### src/rtl/dvp_frame_source_pkg.sv
// Shared definitions for the DVP test-pattern transmitter: FSM states,
// pattern codes, colour-bar palette and CRC-16-CCITT constants.
package dvp_frame_source_pkg;

  typedef enum logic [2:0] {
    ST_IDLE,
    ST_VSYNC,
    ST_VBP,
    ST_ACTIVE,
    ST_HBLANK,
    ST_VFP
  } state_t;

  localparam logic [1:0] PAT_BARS  = 2'd0;
  localparam logic [1:0] PAT_RAMP  = 2'd1;
  localparam logic [1:0] PAT_COUNT = 2'd2;
  localparam logic [1:0] PAT_SOLID = 2'd3;

  localparam logic [15:0] BAR_WHITE   = 16'hFFFF;
  localparam logic [15:0] BAR_YELLOW  = 16'hFFE0;
  localparam logic [15:0] BAR_CYAN    = 16'h07FF;
  localparam logic [15:0] BAR_GREEN   = 16'h07E0;
  localparam logic [15:0] BAR_MAGENTA = 16'hF81F;
  localparam logic [15:0] BAR_RED     = 16'hF800;
  localparam logic [15:0] BAR_BLUE    = 16'h001F;
  localparam logic [15:0] BAR_BLACK   = 16'h0000;

  localparam logic [15:0] CRC_POLY = 16'h1021;
  localparam logic [15:0] CRC_INIT = 16'hFFFF;

  function automatic logic [15:0] bar_color(input logic [2:0] idx);
    logic [15:0] c;
    case (idx)
      3'd0:    c = BAR_WHITE;
      3'd1:    c = BAR_YELLOW;
      3'd2:    c = BAR_CYAN;
      3'd3:    c = BAR_GREEN;
      3'd4:    c = BAR_MAGENTA;
      3'd5:    c = BAR_RED;
      3'd6:    c = BAR_BLUE;
      default: c = BAR_BLACK;
    endcase
    return c;
  endfunction

  // MSB-first CRC-16-CCITT, one byte per call
  function automatic logic [15:0] crc16_byte(input logic [15:0] crc, input logic [7:0] b);
    logic [15:0] c;
    c = crc ^ {b, 8'h00};
    for (int i = 0; i < 8; i++) begin
      c = c[15] ? ((c << 1) ^ CRC_POLY) : (c << 1);
    end
    return c;
  endfunction

endpackage

### src/rtl/dvp_frame_source_pattern_gen.sv
// Registered test-pattern byte generator; loads a new byte on each pclk tick
// and drives zero whenever the transmitter is outside an active line.
module dvp_frame_source_pattern_gen
  import dvp_frame_source_pkg::*;
#(
  parameter int H_ACTIVE = 640
) (
  input  logic        clk,
  input  logic        rst,
  input  logic        en,
  input  logic        active,
  input  logic [9:0]  x,
  input  logic [8:0]  y,
  input  logic        phase,
  input  logic [1:0]  sel,
  input  logic [15:0] solid,
  input  logic [7:0]  cnt,
  output logic [7:0]  data_o
);

  localparam int BAR_W = (H_ACTIVE / 8 > 0) ? H_ACTIVE / 8 : 1;

  logic [7:0]  data_q, data_d;
  logic [15:0] pix;
  logic [9:0]  bar_idx;
  logic        unused_bits;

  assign bar_idx     = x / 10'(BAR_W);
  assign unused_bits = ^{y, bar_idx[9:3]};

  always_comb begin
    pix = solid;
    case (sel)
      PAT_BARS:  pix = bar_color(bar_idx[2:0]);
      PAT_RAMP:  pix = {x[9:5], x[9:4], x[9:5]};
      PAT_COUNT: pix = {cnt, cnt};
      default:   pix = solid;
    endcase
  end

  always_comb begin
    data_d = data_q;
    if (en) begin
      data_d = active ? (phase ? pix[7:0] : pix[15:8]) : 8'h00;
    end
  end

  always_ff @(posedge clk or posedge rst) begin
    if (rst) data_q <= 8'h00;
    else     data_q <= data_d;
  end

  assign data_o = data_q;

endmodule

### src/rtl/dvp_frame_source.sv
// DVP camera-side frame transmitter producing test-pattern frames.
// Optional macro DVP_SRC_CRC_EN adds frame_crc (CRC-16-CCITT of active bytes).
module dvp_frame_source
  import dvp_frame_source_pkg::*;
#(
  parameter int PCLK_HALF   = 2,
  parameter int H_ACTIVE    = 640,
  parameter int V_ACTIVE    = 480,
  parameter int H_BLANK     = 144,
  parameter int VSYNC_LINES = 3,
  parameter int V_BP        = 17,
  parameter int V_FP        = 10
) (
  input  logic        sys_clk,
  input  logic        rst,
  input  logic        enable,
  input  logic [1:0]  pattern_sel,
  input  logic [15:0] solid_color,
  output logic        pclk_o,
  output logic        vsync_o,
  output logic        href_o,
  output logic [7:0]  data_o,
  output logic        frame_done,
  output logic [15:0] frame_count
`ifdef DVP_SRC_CRC_EN
  ,
  output logic [15:0] frame_crc
`endif
);

  localparam int L         = 2 * H_ACTIVE + H_BLANK;
  localparam int MAX_LINES = (VSYNC_LINES > V_BP) ?
                             ((VSYNC_LINES > V_FP) ? VSYNC_LINES : V_FP) :
                             ((V_BP > V_FP) ? V_BP : V_FP);
  localparam int CW        = $clog2(MAX_LINES * L + 1);
  localparam int DW        = (PCLK_HALF > 1) ? $clog2(PCLK_HALF) : 1;

  localparam logic [DW-1:0] DIV_LAST = DW'(PCLK_HALF - 1);
  localparam logic [CW-1:0] VS_LAST  = CW'(VSYNC_LINES * L - 1);
  localparam logic [CW-1:0] VBP_LAST = CW'(V_BP * L - 1);
  localparam logic [CW-1:0] VFP_LAST = CW'(V_FP * L - 1);
  localparam logic [CW-1:0] HB_LAST  = CW'(H_BLANK - 1);
  localparam logic [9:0]    X_LAST   = 10'(H_ACTIVE - 1);
  localparam logic [8:0]    Y_LAST   = 9'(V_ACTIVE - 1);

  state_t          state_q, state_d;
  logic [DW-1:0]   div_q, div_d;
  logic            pclk_q, pclk_d;
  logic [CW-1:0]   cnt_q, cnt_d;
  logic [9:0]      x_q, x_d;
  logic [8:0]      y_q, y_d;
  logic            phase_q, phase_d;
  logic [7:0]      bcnt_q, bcnt_d;
  logic [1:0]      sel_q, sel_d;
  logic [15:0]     solid_q, solid_d;
  logic            vsync_q, vsync_d;
  logic            href_q, href_d;
  logic            done_q, done_d;
  logic [15:0]     fcount_q, fcount_d;
  logic            tick;
  logic            start;

  // pclk falls in the cycle of a tick; all line/frame state moves only then
  assign tick   = pclk_q && (div_q == DIV_LAST);
  assign div_d  = (div_q == DIV_LAST) ? '0 : div_q + 1'b1;
  assign pclk_d = (div_q == DIV_LAST) ? ~pclk_q : pclk_q;

  always_comb begin
    state_d  = state_q;
    cnt_d    = cnt_q;
    x_d      = x_q;
    y_d      = y_q;
    phase_d  = phase_q;
    bcnt_d   = bcnt_q;
    sel_d    = sel_q;
    solid_d  = solid_q;
    done_d   = 1'b0;
    fcount_d = fcount_q;
    start    = 1'b0;
    if (tick) begin
      case (state_q)
        ST_IDLE: begin
          if (enable) start = 1'b1;
        end
        ST_VSYNC: begin
          if (cnt_q == VS_LAST) begin
            cnt_d   = '0;
            state_d = ST_VBP;
          end else begin
            cnt_d = cnt_q + 1'b1;
          end
        end
        ST_VBP: begin
          if (cnt_q == VBP_LAST) begin
            cnt_d   = '0;
            x_d     = '0;
            y_d     = '0;
            phase_d = 1'b0;
            state_d = ST_ACTIVE;
          end else begin
            cnt_d = cnt_q + 1'b1;
          end
        end
        ST_ACTIVE: begin
          bcnt_d = bcnt_q + 1'b1;
          if (x_q == X_LAST && phase_q) begin
            cnt_d   = '0;
            state_d = ST_HBLANK;
          end else begin
            phase_d = ~phase_q;
            if (phase_q) x_d = x_q + 1'b1;
          end
        end
        ST_HBLANK: begin
          if (cnt_q == HB_LAST) begin
            cnt_d = '0;
            if (y_q == Y_LAST) begin
              state_d = ST_VFP;
            end else begin
              y_d     = y_q + 1'b1;
              x_d     = '0;
              phase_d = 1'b0;
              state_d = ST_ACTIVE;
            end
          end else begin
            cnt_d = cnt_q + 1'b1;
          end
        end
        ST_VFP: begin
          if (cnt_q == VFP_LAST) begin
            cnt_d    = '0;
            done_d   = 1'b1;
            fcount_d = fcount_q + 1'b1;
            state_d  = ST_IDLE;
            if (enable) start = 1'b1;
          end else begin
            cnt_d = cnt_q + 1'b1;
          end
        end
        default: state_d = ST_IDLE;
      endcase
      if (start) begin
        state_d = ST_VSYNC;
        cnt_d   = '0;
        bcnt_d  = '0;
        sel_d   = pattern_sel;
        solid_d = solid_color;
      end
    end
  end

  assign vsync_d = tick ? (state_d == ST_VSYNC)  : vsync_q;
  assign href_d  = tick ? (state_d == ST_ACTIVE) : href_q;

  always_ff @(posedge sys_clk or posedge rst) begin
    if (rst) begin
      state_q  <= ST_IDLE;
      div_q    <= '0;
      pclk_q   <= 1'b0;
      cnt_q    <= '0;
      x_q      <= '0;
      y_q      <= '0;
      phase_q  <= 1'b0;
      bcnt_q   <= '0;
      sel_q    <= '0;
      solid_q  <= '0;
      vsync_q  <= 1'b0;
      href_q   <= 1'b0;
      done_q   <= 1'b0;
      fcount_q <= '0;
    end else begin
      state_q  <= state_d;
      div_q    <= div_d;
      pclk_q   <= pclk_d;
      cnt_q    <= cnt_d;
      x_q      <= x_d;
      y_q      <= y_d;
      phase_q  <= phase_d;
      bcnt_q   <= bcnt_d;
      sel_q    <= sel_d;
      solid_q  <= solid_d;
      vsync_q  <= vsync_d;
      href_q   <= href_d;
      done_q   <= done_d;
      fcount_q <= fcount_d;
    end
  end

  // Generator is fed the position of the byte that becomes visible after this tick
  dvp_frame_source_pattern_gen #(
    .H_ACTIVE (H_ACTIVE)
  ) u_pattern_gen (
    .clk    (sys_clk),
    .rst    (rst),
    .en     (tick),
    .active (state_d == ST_ACTIVE),
    .x      (x_d),
    .y      (y_d),
    .phase  (phase_d),
    .sel    (sel_q),
    .solid  (solid_q),
    .cnt    (bcnt_d),
    .data_o (data_o)
  );

`ifdef DVP_SRC_CRC_EN
  logic [15:0] crc_run_q, crc_run_d;
  logic [15:0] crc_out_q, crc_out_d;

  always_comb begin
    crc_run_d = crc_run_q;
    if (tick && state_q == ST_ACTIVE) crc_run_d = crc16_byte(crc_run_q, data_o);
    if (start) crc_run_d = CRC_INIT;
    crc_out_d = done_d ? crc_run_q : crc_out_q;
  end

  always_ff @(posedge sys_clk or posedge rst) begin
    if (rst) begin
      crc_run_q <= CRC_INIT;
      crc_out_q <= CRC_INIT;
    end else begin
      crc_run_q <= crc_run_d;
      crc_out_q <= crc_out_d;
    end
  end

  assign frame_crc = crc_out_q;
`endif

  assign pclk_o      = pclk_q;
  assign vsync_o     = vsync_q;
  assign href_o      = href_q;
  assign frame_done  = done_q;
  assign frame_count = fcount_q;

endmodule

### config.mk
export PLATFORM = sky130hd
export DESIGN_NAME = dvp_frame_source
export DESIGN_NICKNAME = d
export VERILOG_FILES = /design/src/rtl/dvp_frame_source_pkg.sv /design/src/rtl/dvp_frame_source_pattern_gen.sv /design/src/rtl/dvp_frame_source.sv
export SDC_FILE = /design/constraint.sdc
export NUM_CORES = 1
export LEC_CHECK = 0
export CORE_MARGIN = 4
export CORE_UTILIZATION = 65
export CTS_CLUSTER_SIZE = 16
export DETAILED_ROUTE_END_ITERATION = 16
export DONT_BUFFER_PORTS = 1
export GPL_TIMING_DRIVEN = 0
export PLACE_DENSITY = 0.78
export SLEW_MARGIN = 25
export SYNTH_ARGS = -nofsm -noshare
export SYNTH_HDL_FRONTEND = slang
export SYNTH_SLANG_ARGS = --single-unit
### constraint.sdc
create_clock -name sys_clk -period 8.7 [get_ports sys_clk]
set_input_delay 1.305 -clock sys_clk [delete_from_list [all_inputs] [get_ports sys_clk]]
set_output_delay 1.305 -clock sys_clk [all_outputs]
set_load 0.02 [all_outputs]
Yosys cells after proc, flatten, opt, wreduce, memory -nomap -nowiden --
Cells that the tools add are included.
Storage, ports and cells: flip-flop bits (word level) 93, input port bits 21, word-level logic and storage cells 108
Cells by class: div/mod/pow operators 1, eq/ne operators 25, $add $sub $neg 6, muxes and demuxes 48, bitwise logic cells 2, reductions and logical operators 11
Operators by type and width (count):
- one-hot mux 16 bit (7 select lines) | 1
- 2-to-1 mux 15 bit | 6
- one-hot mux 15 bit (5 select lines) | 1
- 2-to-1 mux 10 bit | 6
- one-hot mux 16 bit (3 select lines) | 1
- 2-to-1 mux 8 bit | 5
- one-hot mux 10 bit (3 select lines) | 1
- 2-to-1 mux 9 bit | 3
- 2-to-1 mux 3 bit | 8
- one-hot mux 3 bit (6 select lines) | 1
- one-hot mux 9 bit (2 select lines) | 1
- adder 16 x 1 -> 16 bit (second input constant) | 1
- adder 15 x 1 -> 15 bit (second input constant) | 1
- == test 15 x 13 -> 1 bit (second input constant) | 1
- == test 15 x 14 -> 1 bit (second input constant) | 1
- == test 15 bit (second input constant) | 1
- == test 15 x 8 -> 1 bit (second input constant) | 1
- == test 3 x 2 -> 1 bit (second input constant) | 5
- == test 3 bit (second input constant) | 5
- 2-to-1 mux 1 bit | 12
- adder 10 x 1 -> 10 bit (second input constant) | 1
- divider 10 x 7 -> 10 bit (second input constant) | 1
- == test 10 bit (second input constant) | 1
- adder 9 x 1 -> 9 bit (second input constant) | 1
- other kinds (19) | 27

Logic depth before layout (Yosys ltp) --
Gate-level depths: netlist (run 1).
depth after elaboration 11, gate-level depth with buffers 14

By module --
From an unflattened synthesis (run 1), not the netlist that was laid out.
Second synthesis, totals: cell total of the unflattened synthesis 594, area, all modules 5606.6 sq um
Modules (own cells, without submodules):
- dvp_frame_source | area an instance 4488.1 sq um, times used 1, sequential area each 2127.0 sq um, cells an instance 444
- dvp_frame_source_pattern_gen | area an instance 1118.6 sq um, times used 1, sequential area each 200.2 sq um, cells an instance 150

Least setup slack after synthesis (run 1) --
OpenSTA, ideal clock, no wires.
path type input-to-reg, from in enable, to reg solid_q[10], stages 5, path buffers 2, arrival 2.772 ns, path slack 5.803 ns, required time 8.575 ns, cell sequence nand2_1 nor3_1 clkbuf_1 buf_1 mux2_2
On the way: cells in the longest elaborated chain, start to end 5
RTL lines:
- start, declared | line dvp_frame_source.sv:16 | input logic enable,
- 2-to-1 mux 1 bit (*) | line dvp_frame_source.sv:83, dvp_frame_source.sv:135
- 2-to-1 mux 1 bit | line dvp_frame_source.sv:130 | if (cnt_q == VFP_LAST) begin
- one-hot mux 1 bit (2 select lines) (*) | line dvp_frame_source.sv:81 | case (state_q)
- 2-to-1 mux 1 bit (*) | line dvp_frame_source.sv:80 | if (tick) begin
- AND reduction 2 bit (no line) (*)
- end signal, assigned | line dvp_frame_source.sv:181 | solid_q <= solid_d;
- end, declared | line dvp_frame_source.sv:55 | logic [15:0] solid_q, solid_d;
Every way passes the cells marked *; elsewhere a longest branch is shown, timed or not. The select of a mux whose other input is x is not followed. A chain may end at the register's enable or synchronous reset.

Worst setup path in the final report (run 1) --
from reg cnt_q[0], to reg solid_q[6]
On the way: cells in the longest elaborated chain, start to end 5
RTL lines:
- start, declared | line dvp_frame_source.sv:49 | logic [CW-1:0] cnt_q, cnt_d;
- start signal, assigned | line dvp_frame_source.sv:175 | cnt_q <= cnt_d;
- == test 15 x 14 -> 1 bit | line dvp_frame_source.sv:130
- 2-to-1 mux 1 bit | line dvp_frame_source.sv:130
- one-hot mux 1 bit (2 select lines) | line dvp_frame_source.sv:81
- 2-to-1 mux 1 bit | line dvp_frame_source.sv:80
- AND reduction 2 bit (no line)
Every way passes these cells. The select of a mux whose other input is x is not followed.

==> results.yml, run 1 <==
synthesis:
  syn_nets: 624
  yosys-top-cells-area: "dfrtp_1 42%, o21ai_0 5.3%, nand2_1 5.3%"
  synth-compound-area-share: 0.1885
  async_flop_share: 1.000
  ys_seq_elements: 93
  ys_seq_area_frac: 0.4229
  synth_ff_type: "dfrtp_1"
  synth_most_common_cell: "dfrtp_1"
  muxShareOfSynthArea: 0.04980
  synth_top_family_by_area: "simple AND/OR/NAND/NOR gates"
  netlist.area_leader.share: 0.4229
  syn-cell-area_um2: 5503
  synth_fa_ha_area_frac: 0.01319
  synth.avg_cell_area_um2: 9.202
  synth_top_area_cell: "dfrtp_1"
  ys_types: 87
  synth_top_cells_by_count: "93 x dfrtp_1, 77 x nand2_1, 58 x o21ai_0"
  synth_simple_gate_area_share: 0.2408
  synth-xor-area-share: 0.03820
  ys_warn_count: 0
  synth_edf_count: 0
  synth_cells: 598
die:
  core_area_um2: 8217
  die_h_um: 100.0
  row_count: 33
  die_area_um2: 10000
  start_util: 0.6697
  pin_count: 49
  fp.dieW_um: 100.0
layout:
  diodes: 0
  area.growth.synth_to_final_pct: 6.548
  nets: 636
  drive_gt1_frac: 0.1480
routing:
  wire_per_inst_um: 18.62
  routed_wl_um: 13410
  via_count: 4676
  drtAntennaViolNets: 0
  drc: 0
  drtIter0Drc: 343
  dr.pass1.iters: 5
  viasPerCell: 6.494
cts:
  cts.clk_slew.worst_paths_ns: 0.10
  post_cts_buffers: 0
  clock-sinks: 93
  clockRootBuffer: "clkbuf_8"
  cts_resized: 0
  cts_tree: "yes"
  cts_buffers: 9
  clkLatencyLatePin_ns: 0.38
  ctsHoldBuffers: 0
  clk_path_buf_depth: 2
  cts_max_level: 3
timing:
  skew_ns: 0.02758
  fin_tns_setup_ns: 0
  timing.hold.ws_ns: 0.4907
  hold_violations: 0
  fmax_mhz: 282.2
  timing.final.crit_share: 0.4073
  setup_viol: 0
  rsz0062_at_grt: "false"
  finalMaxSlewViolations: 0
  relSlewSlack: 0.4905
  worstMarginPinSlew_ns: 0.7584
  fin_crit_ns: 3.543
worst_setup_path:
  critPathArrivalTime_ns: 3.80
  critical_path_class: "reg2reg"
  required_ns: 8.96
  r2r_start: "cnt_q[0]"
  cp-end-kind: "flop"
  reg2reg_slack_ns: 5.16
  cp_max_fo: 10
  start_kind: "flop"
  critPathLaunch: "cnt_q[0]"
power_and_ir_drop:
  p_leak_nw: 2.495
  switching_share: 0.3087
  ir_drop_uv: 152.9
  power_density_nw_per_um2: 155.8
  clock_power_share: 0.319
  p_int_mw: 0.6317
  p_sw_mw: 0.2821
  power_frac_seq: 0.536
  comb_power_share: 0.145
outcome:
  status: "finished clean"
min_path:
  hold_start: "y_q[8]"
  hp-class: "reg2reg"
grt:
  grtUsageTotal: 0.2801
  grt_max_degree: 62
  grt_overflow: 0
  grt_pass1_vias: 4641
  grt_antenna_before_repair: 0
  grt_pass1_wl_um: 22690
place:
  place_congestion: 0.9281
  hpwl_um: 9847
  portBuffers: 0
run:
  cap_violations: 0
routing by layer:
| metal | vias up | GRT usage | wire, um |
|---|---|---|---|
| met5 | - | 0 | 0 |
| met4 | 0 | 0.07979 | 251 |
| met3 | 26 | 0.06463 | 1037 |
| met2 | 186 | 0.4505 | 6257 |
| met1 | 2269 | 0.3825 | 5862 |
| li1 | 2195 | - | - |
power by group through the flow:
stage / clock [mW] / combinational [mW] / sequential (mW)
4_1_cts: 0.295 / 0.131 / 0.489
3_5_place_dp: 0 / 0.131 / 0.498
3_3_place_gp: 0 / 0.125 / 0.496
6_report: 0.292 / 0.132 / 0.489
2_1_floorplan: 0 / 0.102 / 0.489
5_1_grt: 0.313 / 0.147 / 0.495
sequential cells by signal, summed over array words and instances, names as in the netlist, 2 cells and up:
name / cells
sel_q: 2
x_q: 10
y_q: 9
solid_q: 16
u_pattern_gen.data_o: 8
state_q: 3
bcnt_q: 8
cnt_q: 15
frame_count: 16
worst max-delay path: stages (launching register included):
cell,delay (ns)
dfrtp_1,0.41
ha_1,0.22
nand3_1,0.13
nor4_1,0.49
a31oi_1,0.19
nor3_1,0.62
clkbuf_1,0.42
buf_1,0.53
mux2_2,0.41
logic make-up (layout without fill, tap and decap cells):
| kind of cell | count (synthesis) | after routing |
|---|---|---|
| xor+xnor | 24 | 24 |
| buf+inv | 44 | 61 |
| compound gates | 154 | 154 |
| fa+ha+maj | 6 | 6 |
| simple gates | 252 | 252 |
| mux | 25 | 25 |
| flops | 93 | 93 |
area by class of cell:
class	instances	area, um2
buffer	27	187.7
sequential	93	2327
multi-input combinational	461	2919
clock buffer	9	123.9
inverter	17	73.82
timing repair buffer	1	27.53
clock inverter	7	72.57
fill	637	2354
tap	105	131.4
cell usage in the layout, fill, tap and decap left out, types with 4 or more instances in the layout:
master    instances
a211oi_1          7
a211oi_2          4
a21oi_1          23
a31oi_1          12
and2_1            5
and3_1           10
buf_6             8
clkbuf_1         11
clkbuf_8         11
dfrtp_1          93
ha_1              5
inv_1            13
mux2_2           19
mux2i_1           6
nand2_1          77
nand2b_1          5
nand3_1          26
nand4_1          13
nor2_1           50
nor3_1           19
o21ai_0          58
o31ai_1           5
or2_2             5
xnor2_1          15
xor2_1            9
path summary, 6_finish.rpt:
path,endpoint,cells after the start
max in group asynchronous,state_q[0],2
min in group asynchronous,solid_q[11],1
max,solid_q[6],8
min reg2reg,y_q[8],1
max reg2reg,solid_q[6],8
min,y_q[8],1
metrics by stage:
step / util / total power, mW / instances / instance area [um2] / setup WS, ns
floorplan: - / 0.5908 / 598 / 5503 / 4.975
global placement: 0.6857 / 0.6214 / 703 / 5634 / 4.094
detailed placement: 0.6897 / 0.6282 / 704 / 5667 / 5.230
CTS: 0.7136 / 0.9154 / 720 / 5863 / 5.201
global route: 0.7136 / 0.9546 / 720 / 5863 / 4.865
finish: 0.7136 / 0.9138 / 720 / 5863 / 5.157
(Power assumes the default switching activity.)
==> run 2: changes to the inputs <==
--- a/config.mk
+++ b/config.mk
@@ -6,12 +6,12 @@
 export NUM_CORES = 1
 export LEC_CHECK = 0
 export CORE_MARGIN = 4
-export CORE_UTILIZATION = 65
+export CORE_UTILIZATION = 58
 export CTS_CLUSTER_SIZE = 16
 export DETAILED_ROUTE_END_ITERATION = 16
 export DONT_BUFFER_PORTS = 1
 export GPL_TIMING_DRIVEN = 0
-export PLACE_DENSITY = 0.78
+export PLACE_DENSITY = 0.73
 export SLEW_MARGIN = 25
 export SYNTH_ARGS = -nofsm -noshare
 export SYNTH_HDL_FRONTEND = slang
==> constraint.sdc (replaced) <==
create_clock -name sys_clk -period 3.2 [get_ports sys_clk]
set_input_delay 0.48 -clock sys_clk [delete_from_list [all_inputs] [get_ports sys_clk]]
set_output_delay 0.48 -clock sys_clk [all_outputs]
set_load 0.02 [all_outputs]
==> results.yml, run 2 (synthesized netlist as in run 1, its figures left out) <==
outcome:
  status: "finished clean"
die:
  die_h_um: 105.4
  pin_count: 49
  row_count: 35
  start_util: 0.5955
  fp.dieW_um: 105.4
  core_area_um2: 9240
  die_area_um2: 11110
grt:
  grt_pass1_wl_um: 22490
  grt-busiest-layer: "met2"
  grt_overflow: 0
  grt_antenna_before_repair: 0
  grt_use_met2: 0.3843
  grtUsageMet1: 0.3521
  grtUsageTotal: 0.2481
  gr-usage-met3: 0.04899
  grt_pass1_vias: 4544
  grt_max_degree: 64
layout:
  layout_commonest_cell: "dfrtp_1"
  n_fill_cell: 724
  multi_input_area_um2: 3052
  area.growth.synth_to_final_pct: 11.37
  layout_common_cells: "90 x dfrtp_1, 74 x nand2_1, 56 x o21ai_0"
  nets: 646
  seqCellArea_um2: 2331
  finish.utilization: 0.6632
  diodes: 0
  drive_gt1_frac: 0.1984
  layoutNonFillerInstCount: 754
timing:
  worstMarginPinSlew_ns: 0.6791
  relSlewSlack: 0.5456
  skew_ns: 0.01918
  timing.final.crit_share: 0.9764
  fin_crit_ns: 3.124
  finalMaxSlewViolations: 0
  hold_violations: 0
  fmax_mhz: 320.1
  setup_viol: 0
  rsz0062_at_grt: "true"
routing:
  drtIter0Drc: 348
  drc: 0
  wire_per_inst_um: 18.04
  dr.pass1.iters: 5
  routed_wl_um: 13600
  viasPerCell: 6.281
  via_count: 4736
  drtAntennaViolNets: 0
place:
  portBuffers: 0
  place_congestion: 0.9575
  hpwl_um: 9666
  dpl.cell_count: 728
cts:
  clk_path_buf_depth: 2
  cts_max_level: 3
  cts.clk_slew.worst_paths_ns: 0.09
  cts_tree: "yes"
  clkLatencyLatePin_ns: 0.37
  clock-sinks: 93
  clockRootBuffer: "clkbuf_8"
  cts_buffers: 9
power_and_ir_drop:
  comb_power_share: 0.149
  ir_drop_uv: 237.8
  power_density_nw_per_um2: 420.9
  p_int_mw: 1.868
  clock_power_share: 0.336
  p_leak_nw: 2.570
  p_sw_mw: 0.7114
  power_frac_seq: 0.515
  switching_share: 0.2758
worst_setup_path:
  start_kind: "flop"
  reg2reg_slack_ns: 0.08
  required_ns: 3.49
  critical_path_class: "reg2reg"
  cp_max_fo: 5
  critPathArrivalTime_ns: 3.42
  ff2ff_path_depth: 12
  r2r_start: "state_q[1]"
  rr_endpoint: "u_pattern_gen.data_o[3]"
  cp-end-kind: "flop"
min_path:
  hp-class: "in2reg"
  min_to: "sel_q[1]"
  hold_start: "pattern_sel[1]"
  min_path_cells: 2
run:
  cap_violations: 0
==> run 2: through the flow <==
stage          setup TNS [ns]  power, mW  cell area [um2]  setup WS [ns]  hold slack [ns]
2_1_floorplan               0      1.606             5503         0.2997           0.4472
3_3_place_gp           -58.97      1.690             5664        -0.6167           0.4666
3_5_place_dp           -4.108      1.705             5697        -0.3115           0.3235
4_1_cts                     0      2.572             5942        0.01741           0.2452
5_1_grt               -0.1204      2.705             6128       -0.05251           0.2315
6_report                    0      2.579             6128        0.07559           0.2495
==> run 2: layer usage <==
| metal | part of all wire | up-vias |
|---|---|---|
| li1 | - | 2220 |
| met3 | 0.058 | 27 |
| met5 | 0 | - |
| met4 | 0.020 | 0 |
| met1 | 0.45 | 2333 |
| met2 | 0.48 | 156 |
==> run 2: cell type report <==
class | count | area share
Clock inverter | 6 | 0.01409
Buffer | 27 | 0.03124
Timing Repair Buffer | 11 | 0.01715
Tap cell | 129 | 0.02634
Inverter | 17 | 0.01205
Clock buffer | 10 | 0.02082
Multi-Input combinational cell | 461 | 0.4980
Sequential cell | 93 | 0.3804
==> run 2: critical path: stages (launching register included) <==
cell	delay, ns
dfrtp_1	0.43
nor3b_4	0.43
o21ai_2	0.15
o31ai_4	0.37
buf_4	0.19
a31oi_4	0.15
nor3_4	0.22
mux2i_1	0.10
a211o_1	0.30
a211oi_4	0.33
buf_4	0.18
o221ai_1	0.09
nand3_1	0.14
==> run 2: worst max path at each step <==
stage / startpoint / to / slack (ns) / cells after the start
floorplan: rst / bcnt_q[0] / 0.30 / 1
global placement: rst / cnt_q[13] / -0.62 / 1
detailed placement: cnt_q[0] / solid_q[11] / -0.31 / 8
CTS: pclk_o / u_pattern_gen.data_o[5] / 0.02 / 13
global route: state_q[0] / u_pattern_gen.data_o[4] / -0.05 / 12
finish: state_q[1] / u_pattern_gen.data_o[3] / 0.08 / 12
==> run 2: what timing repair did <==
item                                    4_1_cts  5_1_grt
endpoints found under the hold margin        30        0
hold buffers                                  1        0
pin swaps                                     0       15
resized for setup                             7       30
setup buffers                                 0        9
endpoints found under the setup margin       19       22
==> run 2: power by group through the flow <==
stage | Clock, mW | Combinational [mW] | Sequential [mW]
after floorplan | 0 | 0.278 | 1.33
after global placement | 0 | 0.343 | 1.35
after detailed placement | 0 | 0.355 | 1.35
after CTS | 0.886 | 0.359 | 1.33
after global routing | 0.942 | 0.423 | 1.34
final | 0.867 | 0.383 | 1.33
==> run 3: changes to the inputs <==
--- a/config.mk
+++ b/config.mk
@@ -6,12 +6,13 @@
 export NUM_CORES = 1
 export LEC_CHECK = 0
 export CORE_MARGIN = 4
-export CORE_UTILIZATION = 58
+export CORE_UTILIZATION = 40
 export CTS_CLUSTER_SIZE = 16
 export DETAILED_ROUTE_END_ITERATION = 16
 export DONT_BUFFER_PORTS = 1
 export GPL_TIMING_DRIVEN = 0
-export PLACE_DENSITY = 0.73
+export PLACE_DENSITY = 0.53
+export SETUP_SLACK_MARGIN = 0.2
 export SLEW_MARGIN = 25
 export SYNTH_ARGS = -nofsm -noshare
 export SYNTH_HDL_FRONTEND = slang
==> results.yml, run 3 (synthesized netlist as in run 1, its figures left out) <==
die:
  pin_count: 49
  core_area_um2: 13350
  row_count: 42
  die_h_um: 125.3
  start_util: 0.4123
  die_area_um2: 15700
  fp.dieW_um: 125.3
routing:
  drtIter0Drc: 427
  drc: 0
  drtAntennaViolNets: 0
  dr.pass1.iters: 5
  routed_wl_um: 15210
  via_count: 4829
  wire_per_inst_um: 18.31
  viasPerCell: 5.811
timing:
  fin_tns_setup_ns: 0
  worstMarginPinSlew_ns: 0.6619
  finalMaxSlewViolations: 0
  rsz0062_at_grt: "true"
  timing.hold.ws_ns: 0.2528
  timing.final.crit_share: 0.9486
  hold_violations: 0
  skew_ns: 0.008566
  relSlewSlack: 0.5571
  setup_viol: 0
  fmax_mhz: 329.4
  fin_crit_ns: 3.036
worst_setup_path:
  cp_max_fo: 5
  critPathArrivalTime_ns: 3.27
  path_cells: "nor4_4 > nand3_4 > o31ai_4 > buf_6 > a31o_4 > inv_6 > a211oi_4 > nand3_1 > o221ai_2 > a211oi_4 > a221o_1 > a221o_1"
  critPathSlowestCell: "dfrtp_2"
  cp-end-kind: "flop"
  path_buf_inv: 2
  required_ns: 3.43
  slowest_delay_ns: 0.44
  critical_path_class: "reg2reg"
  crit_family: "compound AO/OA/AOI/OAI gates"
  start_kind: "flop"
cts:
  cts_buffers: 9
  clk_path_buf_depth: 2
  cts.clk_slew.worst_paths_ns: 0.07
  clockRootBuffer: "clkbuf_16"
  cts_max_level: 3
  clkLatencyLatePin_ns: 0.35
  cts_tree: "yes"
  clock-sinks: 93
layout:
  nets: 676
  layoutNonFillerInstCount: 831
  area.growth.synth_to_final_pct: 22.28
  layout_commonest_cell: "dfrtp_1"
  layout_common_cells: "88 x dfrtp_1, 74 x nand2_1, 52 x o21ai_0"
  diodes: 0
  n_fill_cell: 1273
  drive_gt1_frac: 0.2687
grt:
  grtUsageTotal: 0.1922
  grt_max_degree: 61
  grt_antenna_before_repair: 0
  grt_pass1_vias: 4772
  grt_pass1_wl_um: 24670
  grt_overflow: 0
place:
  dpl.cell_count: 775
  hpwl_um: 10380
  portBuffers: 0
  place_congestion: 0.9047
min_path:
  hp-class: "in2reg"
power_and_ir_drop:
  power_density_nw_per_um2: 415.0
  ir_drop_uv: 431.3
  p_leak_nw: 2.814
run:
  cap_violations: 0
outcome:
  status: "finished clean"
## run 3: per-layer routing
metal  part of all wire  wire (um)  up-vias  track usage
li1                   -          -     2271            -
met1               0.43       6547     2412       0.2356
met2               0.51       7690      122       0.3290
met3              0.043        657       24      0.04563
met4              0.021        318        0      0.07270
met5                  0          0        -            0
## run 3: worst paths after layout
check                           slack [ns]                 endpoint  cells after the start      startpoint
worst min register to register        0.50                   y_q[8]                      1          y_q[8]
worst min-delay path                  0.25                 sel_q[1]                      2  pattern_sel[1]
worst max-delay path                  0.16  u_pattern_gen.data_o[0]                     12        cnt_q[9]
min in group asynchronous             0.60  u_pattern_gen.data_o[4]                      2             rst
worst max register to register        0.16  u_pattern_gen.data_o[0]                     12        cnt_q[9]
max in group asynchronous             1.97               state_q[0]                      3             rst
## run 3: through the flow
stage | util | area [um2] | total power [mW] | worst slack [ns]
4_1_cts | 0.4735 | 6320 | 2.790 | 0.1728
6_report | 0.5041 | 6729 | 2.792 | 0.1645
2_1_floorplan | - | 5503 | 1.606 | 0.2997
3_3_place_gp | 0.4288 | 5723 | 1.698 | -0.7882
3_5_place_dp | 0.4312 | 5756 | 1.710 | -0.2787
5_1_grt | 0.5041 | 6729 | 2.922 | 0.05268
## run 3: repair_timing
| action | CTS | global route |
|---|---|---|
| hold buffers | 1 | 0 |
| endpoints found under the hold margin | 33 | 0 |
| buffers inserted | 16 | 23 |
| pin swaps | 13 | 26 |
| endpoints found under the setup margin | 37 | 43 |
| resized for setup | 37 | 49 |
## run 3: area by class of cell
type	count	area, um2	area share
multi-input cells	461	3262	0.4848
flip-flops and latches	93	2333	0.3468
well taps	176	220.2	0.03273
clock inverters	3	18.77	0.002789
clock buffers	13	270.3	0.04016
repair buffers	41	354.1	0.05262
inverters	17	76.32	0.01134
plain buffers	27	193.9	0.02882
## run 3: worst register-to-register path, cell delays in order (launching register included)
cell      delay (ns)
dfrtp_2         0.44
nor4_4          0.35
nand3_4         0.16
o31ai_4         0.21
buf_6           0.18
a31o_4          0.23
inv_6           0.06
a211oi_4        0.24
nand3_1         0.14
o221ai_2        0.24
a211oi_4        0.10
a221o_1         0.28
a221o_1         0.29
## run 3: where the power goes
group	internal, mW	switching (mW)	total, mW
registers	1.26	0.0710	1.33
clock network	0.590	0.466	1.06
logic	0.175	0.229	0.404
total	2.03	0.766	2.79
